$ cat src/rtl/scan_slot_sync_if.sv
// Scan chain bundle: clock, data, select and latch enable travelling slot to slot.
// master drives the chain downstream, slave receives it from upstream.
interface scan_slot_sync_if;
    logic scan_clk;
    logic scan_data;
    logic scan_select;
    logic scan_latch_en;

    modport master (
        output scan_clk,
        output scan_data,
        output scan_select,
        output scan_latch_en
    );

    modport slave (
        input scan_clk,
        input scan_data,
        input scan_select,
        input scan_latch_en
    );
endinterface

$ cat src/rtl/scan_slot_sync.sv
// Scan slot: oversamples the upstream scan chain in clk, shifts/loads, latches design inputs.
// Latency: scan clock rise -> shift update +2 clk, forwarded scan clock +3 clk; latch rise -> design_in +2 clk.
// Backpressure: none; scan levels must be held >= 3 clk, narrower pulses may be lost.
module scan_slot_sync #(
    parameter int NUM_IOS = 8,
    parameter int CNT_W   = 8
) (
    input  logic               clk,
    input  logic               reset,
    scan_slot_sync_if.slave    up,
    scan_slot_sync_if.master   dn,
    output logic [NUM_IOS-1:0] design_in,
    input  logic [NUM_IOS-1:0] design_out,
    output logic [CNT_W-1:0]   latch_count,
    output logic               frame_err
);

    localparam int            BW   = (NUM_IOS > 1) ? $clog2(NUM_IOS) : 1;
    localparam logic [BW-1:0] LAST = BW'(NUM_IOS - 1);

    logic clk_m, s_clk, s_clk_d;
    logic data_m, s_data;
    logic sel_m, s_sel, s_sel_d;
    logic latch_m, s_latch, s_latch_d;

    logic               clk_out_q;
    logic               sel_out_q;
    logic               latch_out_q;
    logic [NUM_IOS-1:0] shift;
    logic [BW-1:0]      bit_cnt;

    logic clk_rise;
    logic latch_rise;

    assign clk_rise   = s_clk & ~s_clk_d;
    assign latch_rise = s_latch & ~s_latch_d;

    // Forwarded clock comes from s_clk_d, one stage behind the shift update,
    // so the next slot always sees data settled a full clk before its clock edge.
    assign dn.scan_clk      = clk_out_q;
    assign dn.scan_data     = shift[NUM_IOS-1];
    assign dn.scan_select   = sel_out_q;
    assign dn.scan_latch_en = latch_out_q;

    always_ff @(posedge clk) begin
        if (reset) begin
            clk_m       <= 1'b0;
            s_clk       <= 1'b0;
            s_clk_d     <= 1'b0;
            data_m      <= 1'b0;
            s_data      <= 1'b0;
            sel_m       <= 1'b0;
            s_sel       <= 1'b0;
            s_sel_d     <= 1'b0;
            latch_m     <= 1'b0;
            s_latch     <= 1'b0;
            s_latch_d   <= 1'b0;
            clk_out_q   <= 1'b0;
            sel_out_q   <= 1'b0;
            latch_out_q <= 1'b0;
            shift       <= '0;
            bit_cnt     <= '0;
            design_in   <= '0;
            latch_count <= '0;
            frame_err   <= 1'b0;
        end else begin
            clk_m     <= up.scan_clk;
            s_clk     <= clk_m;
            s_clk_d   <= s_clk;
            data_m    <= up.scan_data;
            s_data    <= data_m;
            sel_m     <= up.scan_select;
            s_sel     <= sel_m;
            s_sel_d   <= s_sel;
            latch_m   <= up.scan_latch_en;
            s_latch   <= latch_m;
            s_latch_d <= s_latch;

            clk_out_q   <= s_clk_d;
            sel_out_q   <= s_sel_d;
            latch_out_q <= s_latch_d;

            if (clk_rise) begin
                if (s_sel) begin
                    shift   <= design_out;
                    bit_cnt <= '0;
                end else begin
                    shift   <= {shift[NUM_IOS-2:0], s_data};
                    bit_cnt <= (bit_cnt == LAST) ? '0 : bit_cnt + 1'b1;
                end
            end

            // Nonblocking reads give the pre-shift frame when both edges coincide.
            if (latch_rise) begin
                design_in <= shift;
                if (latch_count != '1) begin
                    latch_count <= latch_count + 1'b1;
                end
                if (bit_cnt != '0) begin
                    frame_err <= 1'b1;
                end
            end
        end
    end

endmodule
$ cat src/flat_wrapper.sv
// flat-port wrapper written by rule: the top's interface ports become plain ports
module scan_slot_sync_flat 
#(
    parameter int NUM_IOS = 8,
    parameter int CNT_W   = 8
)
  (clk, reset, design_in, design_out, latch_count, frame_err, up_scan_clk, up_scan_data, up_scan_select, up_scan_latch_en, dn_scan_clk, dn_scan_data, dn_scan_select, dn_scan_latch_en);
  scan_slot_sync_if up_i ();
  scan_slot_sync_if dn_i ();
  input  logic clk;
  input  logic reset;
  output logic [NUM_IOS-1:0] design_in;
  input  logic [NUM_IOS-1:0] design_out;
  output logic [CNT_W-1:0] latch_count;
  output logic frame_err;
  input wire logic [$bits(up_i.scan_clk)-1:0] up_scan_clk;
  input wire logic [$bits(up_i.scan_data)-1:0] up_scan_data;
  input wire logic [$bits(up_i.scan_select)-1:0] up_scan_select;
  input wire logic [$bits(up_i.scan_latch_en)-1:0] up_scan_latch_en;
  output wire logic [$bits(dn_i.scan_clk)-1:0] dn_scan_clk;
  output wire logic [$bits(dn_i.scan_data)-1:0] dn_scan_data;
  output wire logic [$bits(dn_i.scan_select)-1:0] dn_scan_select;
  output wire logic [$bits(dn_i.scan_latch_en)-1:0] dn_scan_latch_en;
  assign up_i.scan_clk = up_scan_clk;
  assign up_i.scan_data = up_scan_data;
  assign up_i.scan_select = up_scan_select;
  assign up_i.scan_latch_en = up_scan_latch_en;
  assign dn_scan_clk = dn_i.scan_clk;
  assign dn_scan_data = dn_i.scan_data;
  assign dn_scan_select = dn_i.scan_select;
  assign dn_scan_latch_en = dn_i.scan_latch_en;
  scan_slot_sync #(.NUM_IOS(NUM_IOS), .CNT_W(CNT_W)) u_core (.clk(clk), .reset(reset), .up(up_i), .dn(dn_i), .design_in(design_in), .design_out(design_out), .latch_count(latch_count), .frame_err(frame_err));
endmodule
$ cat config.mk
export PLATFORM = sky130hd
export DESIGN_NAME = scan_slot_sync_flat
export DESIGN_NICKNAME = d
export VERILOG_FILES = /design/src/rtl/scan_slot_sync_if.sv /design/src/rtl/scan_slot_sync.sv /design/src/flat_wrapper.sv
export SDC_FILE = /design/constraint.sdc
export NUM_CORES = 1
export LEC_CHECK = 0
export ABC_AREA = 1
export CORE_UTILIZATION = 40
export CTS_CLUSTER_SIZE = 14
export DETAILED_ROUTE_END_ITERATION = 16
export GPL_ROUTABILITY_DRIVEN = 1
export HOLD_SLACK_MARGIN = 0.12
export PLACE_DENSITY_LB_ADDON = 0.12
export SLEW_MARGIN = 20
export SYNTH_ARGS = -nofsm -noshare
export SYNTH_HDL_FRONTEND = slang
export SYNTH_SLANG_ARGS = --single-unit
export TNS_END_PERCENT = 10
$ cat constraint.sdc
create_clock -name clk -period 3.8 [get_ports clk]
set_clock_uncertainty 0.15 [all_clocks]
set_input_delay 0.95 -clock clk [delete_from_list [all_inputs] [get_ports clk]]
set_output_delay 0.95 -clock clk [all_outputs]
set_load 0.05 [all_outputs]
==> run metrics <==
worst vdd ir=about 230 uV; largest family of logic cells by synthesized area=simple AND/OR/NAND/NOR gates; Worst-Margin Slew=0.597 ns; setup violators final=0; Synth Warn #=0; syn_area_per_cell=~7.6 um2; Final Hold Fails=0; DR DRC count=0; setup_tns=0 ns; Synthesized Nets=238; I/O Buffers=34; CTS resizes=0; Routed WL=about 3200 um; CTS Hold Bufs=0; top-area cell type share of the netlist area=between 50 and 60%; overall power=852 uW; Synth Register Bits=42; core area=approximately 4000 um2; clock slew at reported path FFs=approximately 0.080 ns; GPL Wtd Cong=between 0.7 and 0.8; CP required=2.70 ns; Synth Area in Adders=2.98%; share of layout cells above drive strength 1=5.88%; GR Overflow Total=0; startpoint class of the critical path=flop; mux cell area share after synthesis=0%; Tmin final=approximately 2.7 ns; postcts setup bufs=0; Area Overhead vs Synth=26.6%; PnR worst setup slack=~1.1 ns; commonest non-fill, non-tap cell in the layout=nor2_1; pre-CTS WS=~1.2 ns; Leak Pwr=approximately 0.86 nW; total die area=around 4500 um2; post-synthesis simple-gate area fraction=between 20% and 30%; initial core utilization=41.9%; pin count of the biggest net entering global routing=25; compound-gate portion of the synthesized area=a little over an eighth; xor and xnor area share after synthesis=0%; row count=23; slowest stage cell, crit path=clkdlybuf4s50_1; crit path DAT=1.56 ns; H-Tree Depth=2; commonest cells after routing, fill and taps aside=55 x nor2_1, 42 x dfxtp_1, 34 x clkdlybuf4s50_1; slew margin rel.=between 60% and 70%; cell taking the most area after synthesis=dfxtp_1; Final ANT Viol Nets=0; Hold Crit Class=flop to flop; buffer depth of the longest clock path=2; total iterations of the first detailed-routing run=4; Die X=66.8 um; FMAX=~380 MHz; unrepaired setup endpoints after global routing=false; Crit. End Element=primary output; Top delay family on crit path=buffers and inverters; # IOs=35; Seq/Total Area, Yosys=50.1%; Skew-Pair Late Insertion Delay=0.29 ns; initial antenna violation count=0; clock buffer count from CTS=5; Root Buffer=clkbuf_8; Max-Cap Viols=0; first-pass GRT wire length=5170 um; critical-path cell list=clkdlybuf4s50_1; status=finished, final reports clean; crit path max fanout=6; CTS tree=done; vias in the first global route=around 1200; Area contributors post-synth=dfxtp_1 50%, nor2_1 12%, inv_1 6.5%; Filler Cells Inserted=between 400 and 500; P per Cell Area=between 400 and 500 nW/um2; DR vias/cell=roughly 4.6; # nets final=272; gr usage total=roughly 16%; Mapped Cells=220; clock sink count=between 40 and 50; Final Max Tran Viols=0; n_diodes=0; Tcrit/Tclk final=between 60% and 70%; Crit Path Class=flop to primary output; routed len/inst=between 10 and 15 um; die height=between 60 and 70 um; vias=about 1400; initial DRC count=91; synthesized area=between 1500 and 2000 um2; crit path buf inv count=1; hpwl dp=approximately 2200 um; slowest stage delay, CP=~0.84 ns; Synth cell types=22
==> registers in the layout (all words and copies together) (netlist names) <==
signal,count
u_core.bit_cnt,3
u_core.clk_m,1
u_core.data_m,1
u_core.design_in,8
u_core.dn.scan_clk,1
u_core.dn.scan_latch_en,1
u_core.dn.scan_select,1
u_core.frame_err,1
u_core.latch_count,8
u_core.latch_m,1
u_core.s_clk,1
u_core.s_clk_d,1
u_core.s_data,1
u_core.s_latch,1
u_core.s_latch_d,1
u_core.s_sel,1
u_core.s_sel_d,1
u_core.sel_m,1
u_core.shift,8
==> cells in the mapped netlist <==
cell	number
a21o_1	1
a21oi_1	21
a22oi_1	2
buf_1	1
buf_2	3
buf_4	2
buf_6	1
clkbuf_8	1
clkinv_1	1
dfxtp_1	42
ha_1	4
inv_1	29
nand2_1	22
nand2_2	2
nand2_4	1
nand3_1	7
nand4_1	1
nor2_1	55
nor2_2	1
nor2_4	2
nor3_1	1
o21ai_0	20
==> layer usage <==
metal | vias up | GRT usage (%) | wire length (um)
li1 | 751 | - | -
met5 | - | 0 | 0
met3 | 2 | 5.65 | 114
met2 | 23 | 25.6 | 1440
met4 | 0 | 4.79 | 24
met1 | 621 | 19.2 | 1590
==> cell families (layout without fill, tap and decap cells) <==
family / count (synthesis) / after routing
and+or+nand+nor: 92 / 92
AOI/OAI and AO/OA: 44 / 44
DFF: 42 / 42
buffers and inverters: 38 / 73
adders and majority gates: 4 / 4
==> metrics by stage <==
stage	util (%)	cell area [um2]	std cells	hold slack (ns)
global placement	50.7	2030	297	0.241
CTS	53.1	2120	305	0.257
finish	53.1	2120	305	0.256
detailed placement	50.7	2030	297	0.246
global route	53.1	2120	305	0.275
floorplan	-	1680	220	0.238
==> final timing paths <==
kind                                            start         endpoint  slack, ns  cells past startpoint
worst min register to register          u_core.data_m    u_core.s_data       0.26                      2
worst max register to register           u_core.s_sel  u_core.shift[6]       2.30                      3
worst min-delay path                    u_core.data_m    u_core.s_data       0.26                      2
worst max-delay path            u_core.latch_count[2]   latch_count[2]       1.14                      1
==> area by class of cell <==
class                           instances  area [um2]  share of cell area (%)
Sequential cell                        42         841                    39.6
Multi-Input combinational cell        140         666                    31.3
Timing Repair Buffer                   35         348                    16.4
Inverter                               30         113                    5.30
Clock buffer                            6        82.6                    3.89
Tap cell                               50        62.6                    2.94
Clock inverter                          2        12.5                   0.589
==> power by group <==
part | internal (mW) | leakage (nW) | switching, mW
Sequential | 0.455 | 0.343 | 0.00994
Combinational | 0.0353 | 0.471 | 0.0530
Clock | 0.146 | 0.0472 | 0.152
No activity file was read; power rests on OpenSTA's default activity.
